===== src/rtl/fpu_add_arb.sv =====
// Round-robin arbiter and sequencer that shares one external combinational FP adder
// between two valid/ready requesters and returns each result on the granted response channel.
module fpu_add_arb #(
    parameter int unsigned SETTLE_CYCLES = 1,
    parameter int unsigned CNT_W         = 16
) (
    input  logic             clk,
    input  logic             rst_n,
    input  logic             req0_valid,
    output logic             req0_ready,
    input  logic [31:0]      req0_a,
    input  logic [31:0]      req0_b,
    output logic             rsp0_valid,
    input  logic             rsp0_ready,
    output logic [31:0]      rsp0_result,
    input  logic             req1_valid,
    output logic             req1_ready,
    input  logic [31:0]      req1_a,
    input  logic [31:0]      req1_b,
    output logic             rsp1_valid,
    input  logic             rsp1_ready,
    output logic [31:0]      rsp1_result,
    output logic [31:0]      add_a,
    output logic [31:0]      add_b,
    input  logic [31:0]      add_result,
    output logic             busy,
    output logic [CNT_W-1:0] done_count
);

    typedef enum logic [1:0] {IDLE, EXEC, RESP} state_t;

    localparam logic [3:0] SETTLE_LOAD = 4'(SETTLE_CYCLES - 1);

    state_t           state, state_nxt;
    logic             prio;
    logic             gnt_id;
    logic [3:0]       cnt;
    logic [31:0]      op_a, op_b, res;
    logic [CNT_W-1:0] done_cnt_q;

    logic             gnt_valid;
    logic             gnt;
    logic             accept;
    logic             rsp_hs;

    // Combinational grant: a lone requester wins, a tie goes to the priority pointer.
    always_comb begin
        // NOTE: defaults first so every path assigns every output and no latch is inferred.
        gnt_valid = req0_valid | req1_valid;
        gnt       = 1'b0;
        if (req0_valid && req1_valid) begin
            gnt = prio;
        end else begin
            gnt = req1_valid;
        end
    end

    assign accept     = (state == IDLE) && gnt_valid;
    assign req0_ready = accept && !gnt;
    assign req1_ready = accept && gnt;
    assign rsp_hs     = (state == RESP) && (gnt_id ? rsp1_ready : rsp0_ready);

    always_comb begin
        state_nxt = state;
        case (state)
            IDLE:    if (gnt_valid)   state_nxt = EXEC;
            EXEC:    if (cnt == 4'd0) state_nxt = RESP;
            RESP:    if (rsp_hs)      state_nxt = IDLE;
            default:                  state_nxt = IDLE;
        endcase
    end

    // NOTE: sequential state uses non-blocking assignments so every register samples pre-edge values.
    always_ff @(posedge clk or negedge rst_n) begin
        if (!rst_n) begin
            state      <= IDLE;
            prio       <= 1'b0;
            gnt_id     <= 1'b0;
            cnt        <= 4'd0;
            // NOTE: datapath registers are reset too, so the adder inputs and results read 0 out of reset.
            op_a       <= 32'd0;
            op_b       <= 32'd0;
            res        <= 32'd0;
            done_cnt_q <= '0;
        end else begin
            state <= state_nxt;
            case (state)
                IDLE: begin
                    if (accept) begin
                        op_a   <= gnt ? req1_a : req0_a;
                        op_b   <= gnt ? req1_b : req0_b;
                        gnt_id <= gnt;
                        cnt    <= SETTLE_LOAD;
                    end
                end
                EXEC: begin
                    if (cnt != 4'd0) begin
                        cnt <= cnt - 4'd1;
                    end else begin
                        res <= add_result;
                    end
                end
                RESP: begin
                    if (rsp_hs) begin
                        done_cnt_q <= done_cnt_q + CNT_W'(1);
                        prio       <= ~gnt_id;
                    end
                end
                default: ;
            endcase
        end
    end

    // Operands persist on the adder between transactions; results appear only on the granted channel in RESP.
    assign add_a       = op_a;
    assign add_b       = op_b;
    assign rsp0_valid  = (state == RESP) && !gnt_id;
    assign rsp1_valid  = (state == RESP) && gnt_id;
    assign rsp0_result = rsp0_valid ? res : 32'd0;
    assign rsp1_result = rsp1_valid ? res : 32'd0;
    assign busy        = (state != IDLE);
    assign done_count  = done_cnt_q;

endmodule


===== config.mk =====
export PLATFORM = sky130hd
export DESIGN_NAME = fpu_add_arb
export DESIGN_NICKNAME = d
export VERILOG_FILES = /design/src/rtl/fpu_add_arb.sv
export SDC_FILE = /design/constraint.sdc
export NUM_CORES = 1
export LEC_CHECK = 0
export BUFFER_PORTS_ARGS = -buffer_cell sky130_fd_sc_hd__buf_4
export CAP_MARGIN = 40
export CORE_AREA = 2 2 122 124
export CTS_BUF_LIST = sky130_fd_sc_hd__clkbuf_8
export DETAILED_ROUTE_END_ITERATION = 6
export DIE_AREA = 0 0 124 126
export PLACE_DENSITY = 0.68
export SLEW_MARGIN = 25
export SYNTH_ARGS = -nofsm -noshare
export SYNTH_HDL_FRONTEND = slang
export SYNTH_SLANG_ARGS = --single-unit
export TNS_END_PERCENT = 50

===== constraint.sdc =====
create_clock -name clk -period 2 [get_ports clk]
set_clock_uncertainty 0.1 [all_clocks]
set_input_delay 0.6 -clock clk [delete_from_list [all_inputs] [get_ports clk]]
set_output_delay 0.6 -clock clk [all_outputs]
set_load 0.1 [all_outputs]

Word-level counts from Yosys, hierarchy flattened
Index checks and enable logic that the tools add are counted.
{ "classes": {"n_reduce_logical": 19, "eq_ne": 7, "addsub": 2, "muxes": 13, "bitwise_logic": 3} }
{ "ops": {"columns": ["cell", "n"], "rows": [
  ["$mux W32", 4],
  ["$add A16 B1 Y16 const B", 1],
  ["$ne A2 B2 Y1 const B", 5],
  ["$mux W4", 2],
  ["$pmux W4 S2", 1],
  ["$logic_and A1 B1 Y1", 7],
  ["$mux W2", 3],
  ["$pmux W2 S3", 1],
  ["$reduce_and A2 Y1", 3],
  ["$reduce_and A3 Y1", 2],
  ["$logic_not A4 Y1", 1],
  ["$reduce_bool A2 Y1", 2],
  ["$reduce_bool A4 Y1", 1],
  ["$sub A4 B1 Y4 const B", 1],
  ["$eq A2 B1 Y1 const B", 1],
  ["$eq A2 B2 Y1 const B", 1],
  ["$logic_not A1 Y1", 2],
  ["$logic_not A2 Y1", 1],
  ["$mux W1", 2],
  ["$not A1 Y1", 2],
  ["$or A1 B1 Y1", 1]
]} }
{ "totals": {"input_bits": 166, "output_inout_bits": 149, "word_cells": 52, "register_bits": 120} }

Longest topological paths before layout
{ "logic_depth": {"ltp_word": 4, "ltp_mapped": 6, "depth_no_buf": 6} }

Least setup slack after synthesis
Ideal clock, no wire load.
{ "synth_timing": {"kind": "reg-to-output", "from": "reg state[0]", "to": "out rsp0_result[22]", "path_stages_with_launch": 5, "arrival_ns": 2.663, "path_buffers": 1, "required_time_ns": 1.300, "setup_slack_ns": -1.363, "cell_sequence": "dfrtp_1 > nand2b_1 > nor2_1 > clkbuf_1 > and2_1"} }
{ "synth_via": {"elab_chain_len": 3} }
{ "synth_lines": {"columns": ["element", "line", "rtl"], "rows": [
  ["start, declared", "34", "state_t state, state_nxt;"],
  ["start signal, assigned", "86", "state <= state_nxt;"],
  ["$eq A2 B2 Y1", "117", "assign rsp0_valid = (state == RESP) && !gnt_id;"],
  ["$logic_and A1 B1 Y1", "117", null],
  ["via rsp0_valid", "13", "output logic rsp0_valid,"],
  ["$mux W32", "119", "assign rsp0_result = rsp0_valid ? res : 32'd0;"],
  ["end, declared", "15", "output logic [31:0] rsp0_result,"]
]} }
The timed path passes the listed nets, and every way through them passes these cells.

Final worst setup path
{ "layout_timing": {"from": "reg state[0]", "to": "out rsp0_result[0]"} }
{ "layout_via": {"elab_chain_len": 3} }
{ "layout_lines": {"columns": ["element", "line"], "rows": [
  ["$eq A2 B2 Y1", "117"],
  ["$logic_and A1 B1 Y1", "117"],
  ["$mux W32", "119"]
]} }
No other way between the ends.

==> flow_summary.ini <==
[run_status]
status = finished, violations left
violated_checks = DRC, setup timing

[clock_network]
clock_tree_from_tritoncts = yes
cts_buffer_depth = 2
clk_root_buffer_cell = sky130_fd_sc_hd__clkbuf_8
clock_sink_count = 120
cts_inserted_buffers = 17
clock_latency_ns = 0.43
cts.reportedPaths.clkPinSlew_ns = 0.08
htreeDepth = 4

[yosys]
postSynthRegisterBits = 120
yosys.area_share.simple = 0.128
post_synth_mux_area_share = 0.0700
postSynthAreaPerCell_um2 = 11.5
post_synthesis_compound_gate_area_fraction = 0.127
synth.yosys.seq_area_share = 0.566
largest_family_of_logic_cells_by_synthesized_area = simple AND/OR/NAND/NOR gates
synth_adder_area_share = 0.00472
mappedNetlistArea_um2 = 5310
synth_cell_type_count = 30
xor_xnor_cell_area_share_of_the_yosys_netlist = 0.0281
postSynthCellCount = 461
yosysWarningCount = 0
syn-num-nets = 629

[worst_setup_path]
critical-path-top-cell-by-count = sky130_fd_sc_hd__buf_12
critical_path_destination = rsp0_result[0]
r2r_slack_ns = 0.12
slowest_stage = sky130_fd_sc_hd__dfrtp_1
cp-start-kind = flip-flop
crit_required_ns = 1.30
critPathTopFamily = simple AND/OR/NAND/NOR gates
critical_path.endpoint_type = primary output
worst-r2r-cell-count = 6
timing.critical_path.cells = nand2b_4 > nor2_4 > buf_12 > and2_2 > buf_12
type_of_the_worst_setup_path = flip-flop to primary output
critical_path_cell_count = 5
slowest_delay_ns = 0.39
worstSetupStartpoint = state[0]$_DFFE_PN0P_
rr_endpoint = add_a[22]$_DFFE_PN0P_
crit-reg2reg-launch = state[1]$_DFFE_PN0P_
crit_fanout = 17
crit_buf_inv = 2
crit_path_arrival_time_ns = 1.71

[layout]
fin_cells = 985
fraction_of_final_layout_cells_with_drive_strength_greater_than_1 = 0.591
area.growth.synth_to_final_pct = 78.2
insertedDiodeCount = 0
finalInstanceArea_um2 = 9460
layout.nets = 956

[floorplanning]
die_width_um = 124
design.die.area_um2 = 15600
core-area_um2 = 14300
rows = 44
design.portCount = 315
floorplan.die.height_um = 126
initial_core_util = 0.371

[placement]
detailedPlacementHpwl_mm = 12.7
dpl.cell_count = 944
placedInstanceArea_um2 = 8100
gp_routability_congestion = 0.815
port-buffer-count = 314

[route]
drt_iter0_markers = 423
via_density_per_instance = 5.20
totalWireLength_mm = 18.8
wl_per_cell_um = 19.1
vias = 5122
drcViolationCount = 13
ant_nets = 0
dr.pass1.iters = 7

[global_route]
grt_pass1_wl_mm = 28.3
groute.layer.met2.usage = 0.414
grt_util_met3 = 0.0888
initial_antenna_violation_count = 0
globalRoute.busiestLayer = met2
grt_pass1_vias = 5299
pin_count_of_the_biggest_net_entering_global_routing = 56
grt_util_all_layers = 0.235
grtUsageMet1 = 0.263
grt-ovfl-total = 0

[sta]
min_period_ns = 2.41
timing_max_transition_violations_final = 0
timing_hold_violations_final = 0
setup_viol = 69
fin_crit_sh = 1.21
grt_setup_unrepaired = true
max_slew.worst_pin.slew_ns = 0.425
slew_headroom = 0.717
postLayoutSetupSlackWorst_ns = -0.411
max_clock_freq_mhz = 415

[pwr]
leakage_uw = 0.00486
power.density_nw_per_um2 = 1890
ir_worst_vdd_mv = 1.55

[flow_run]
max_cap_violations = 0

[hold_path]
timing.hold.worst.class = primary input to flip-flop
## what timing repair did
item | in CTS | in global routing
gates cloned | 0 | 1
buffers inserted | 3 | 4
endpoints found under the setup margin | 71 | 123
gates resized for setup | 203 | 5
hold buffers | 1 | 0
pin swaps | 18 | 17
hold endpoints to repair | 28 | 0
## per-layer routing
| layer | wire (um) | part of all wire | vias up |
|---|---|---|---|
| met5 | 0 | 0 | - |
| met4 | 239 | 0.013 | 0 |
| met3 | 1760 | 0.094 | 24 |
| met2 | 9900 | 0.53 | 253 |
| met1 | 6860 | 0.37 | 2555 |
| li1 | - | - | 2290 |
## flip-flops by register name (all words and copies together) (netlist names)
signal	cells
gnt_id	1
add_a	32
prio	1
res	32
cnt	4
add_b	32
done_count	16
state	2
## through the flow
step           TNS (ns)  power [uW]  utilization  hold WS [ns]  worst slack [ns]
2_1_floorplan     -2.49       12400            -         0.204            -0.173
3_3_place_gp      -3.48       14800        0.566         0.375            -0.167
3_5_place_dp      -6.50       15000        0.566         0.366            -0.174
4_1_cts          -26.83       17800        0.656         0.264            -0.432
5_1_grt          -30.88       18600        0.661         0.261            -0.496
6_report         -24.95       17800        0.661         0.298            -0.411
## kinds of logic after synthesis
group	count (synthesis)
buffers and inverters	101
AO/OA/AOI/OAI	69
AND/OR/NAND/NOR	119
flip-flops	120
adder cells (fa/ha/maj)	2
XOR/XNOR	17
multiplexers	33
## cell usage in the layout (no fill, tap or decap), drive strengths merged, types with 2 or more instances in the layout
cell and instances:
buf 336, dfrtp 120, inv 72, a222oi 64
and2 64, mux2 33, clkbuf 20, nor2 15
nand2 11, nand3 10, xor2 9, xnor2 8
clkinv 6, and3 4, nand4 3, clkinvlp 3
bufinv 3, nand2b 3, o21ai 3, nor2b 2
nor3 2, ha 2
## power by group
part           switching, uW  internal (uW)
registers                804           3510
logic                   8110           3130
clock network            981           1290
total                   9900           7930
## how the worst min path moves through the flow
stage / start / to / slack (ns) / depth (start not counted)
floorplan: rst_n / add_a[0]$_DFFE_PN0P_ / 0.20 / 0
global placement: add_a[31]$_DFFE_PN0P_ / add_a[31]$_DFFE_PN0P_ / 0.38 / 2
detailed placement: done_count[15]$_DFFE_PN0P_ / done_count[15]$_DFFE_PN0P_ / 0.37 / 1
CTS: req1_a[4] / add_a[4]$_DFFE_PN0P_ / 0.26 / 3
global route: req1_a[4] / add_a[4]$_DFFE_PN0P_ / 0.26 / 3
finish: req1_a[4] / add_a[4]$_DFFE_PN0P_ / 0.30 / 3
## cells in the mapped netlist (all sizes together)
master / n / share of area
nand2: 11 / 0.0078
dfrtp: 120 / 0.57
buf: 17 / 0.017
nor2b: 2 / 0.0024
clkbuf: 13 / 0.0092
a222oi: 64 / 0.12
nand4: 3 / 0.0035
xnor2: 8 / 0.013
nand3b: 1 / 0.0014
a21o: 1 / 0.0014
nand3: 10 / 0.010
mux2: 33 / 0.070
o21ai: 3 / 0.0028
or3b: 1 / 0.0017
nor4: 1 / 0.0012
nor2: 15 / 0.011
and3: 4 / 0.0047
nor3: 2 / 0.0019
and2: 64 / 0.075
nand2b: 3 / 0.0035
and4: 1 / 0.0017
and4b: 1 / 0.0019
inv: 71 / 0.050
a22o: 1 / 0.0017
xor2: 9 / 0.015
ha: 2 / 0.0047
## final cells by class
cell class	instances	area, um2
Fill cell	1064	4860
Timing Repair Buffer	338	3470
Multi-Input combinational cell	240	2070
Inverter	71	267
Sequential cell	120	3000
Clock inverter	13	154
Tap cell	184	230
Clock buffer	19	262
## worst reg2reg max path: stages, from the launching register on
cell	delay (ns)
sky130_fd_sc_hd__dfrtp_1	0.44
sky130_fd_sc_hd__nor2_1	0.21
sky130_fd_sc_hd__and3_4	0.26
sky130_fd_sc_hd__buf_4	0.20
sky130_fd_sc_hd__buf_8	0.31
sky130_fd_sc_hd__a222oi_1	0.19
sky130_fd_sc_hd__inv_1	0.10
Power figures use the tool's default switching activity.
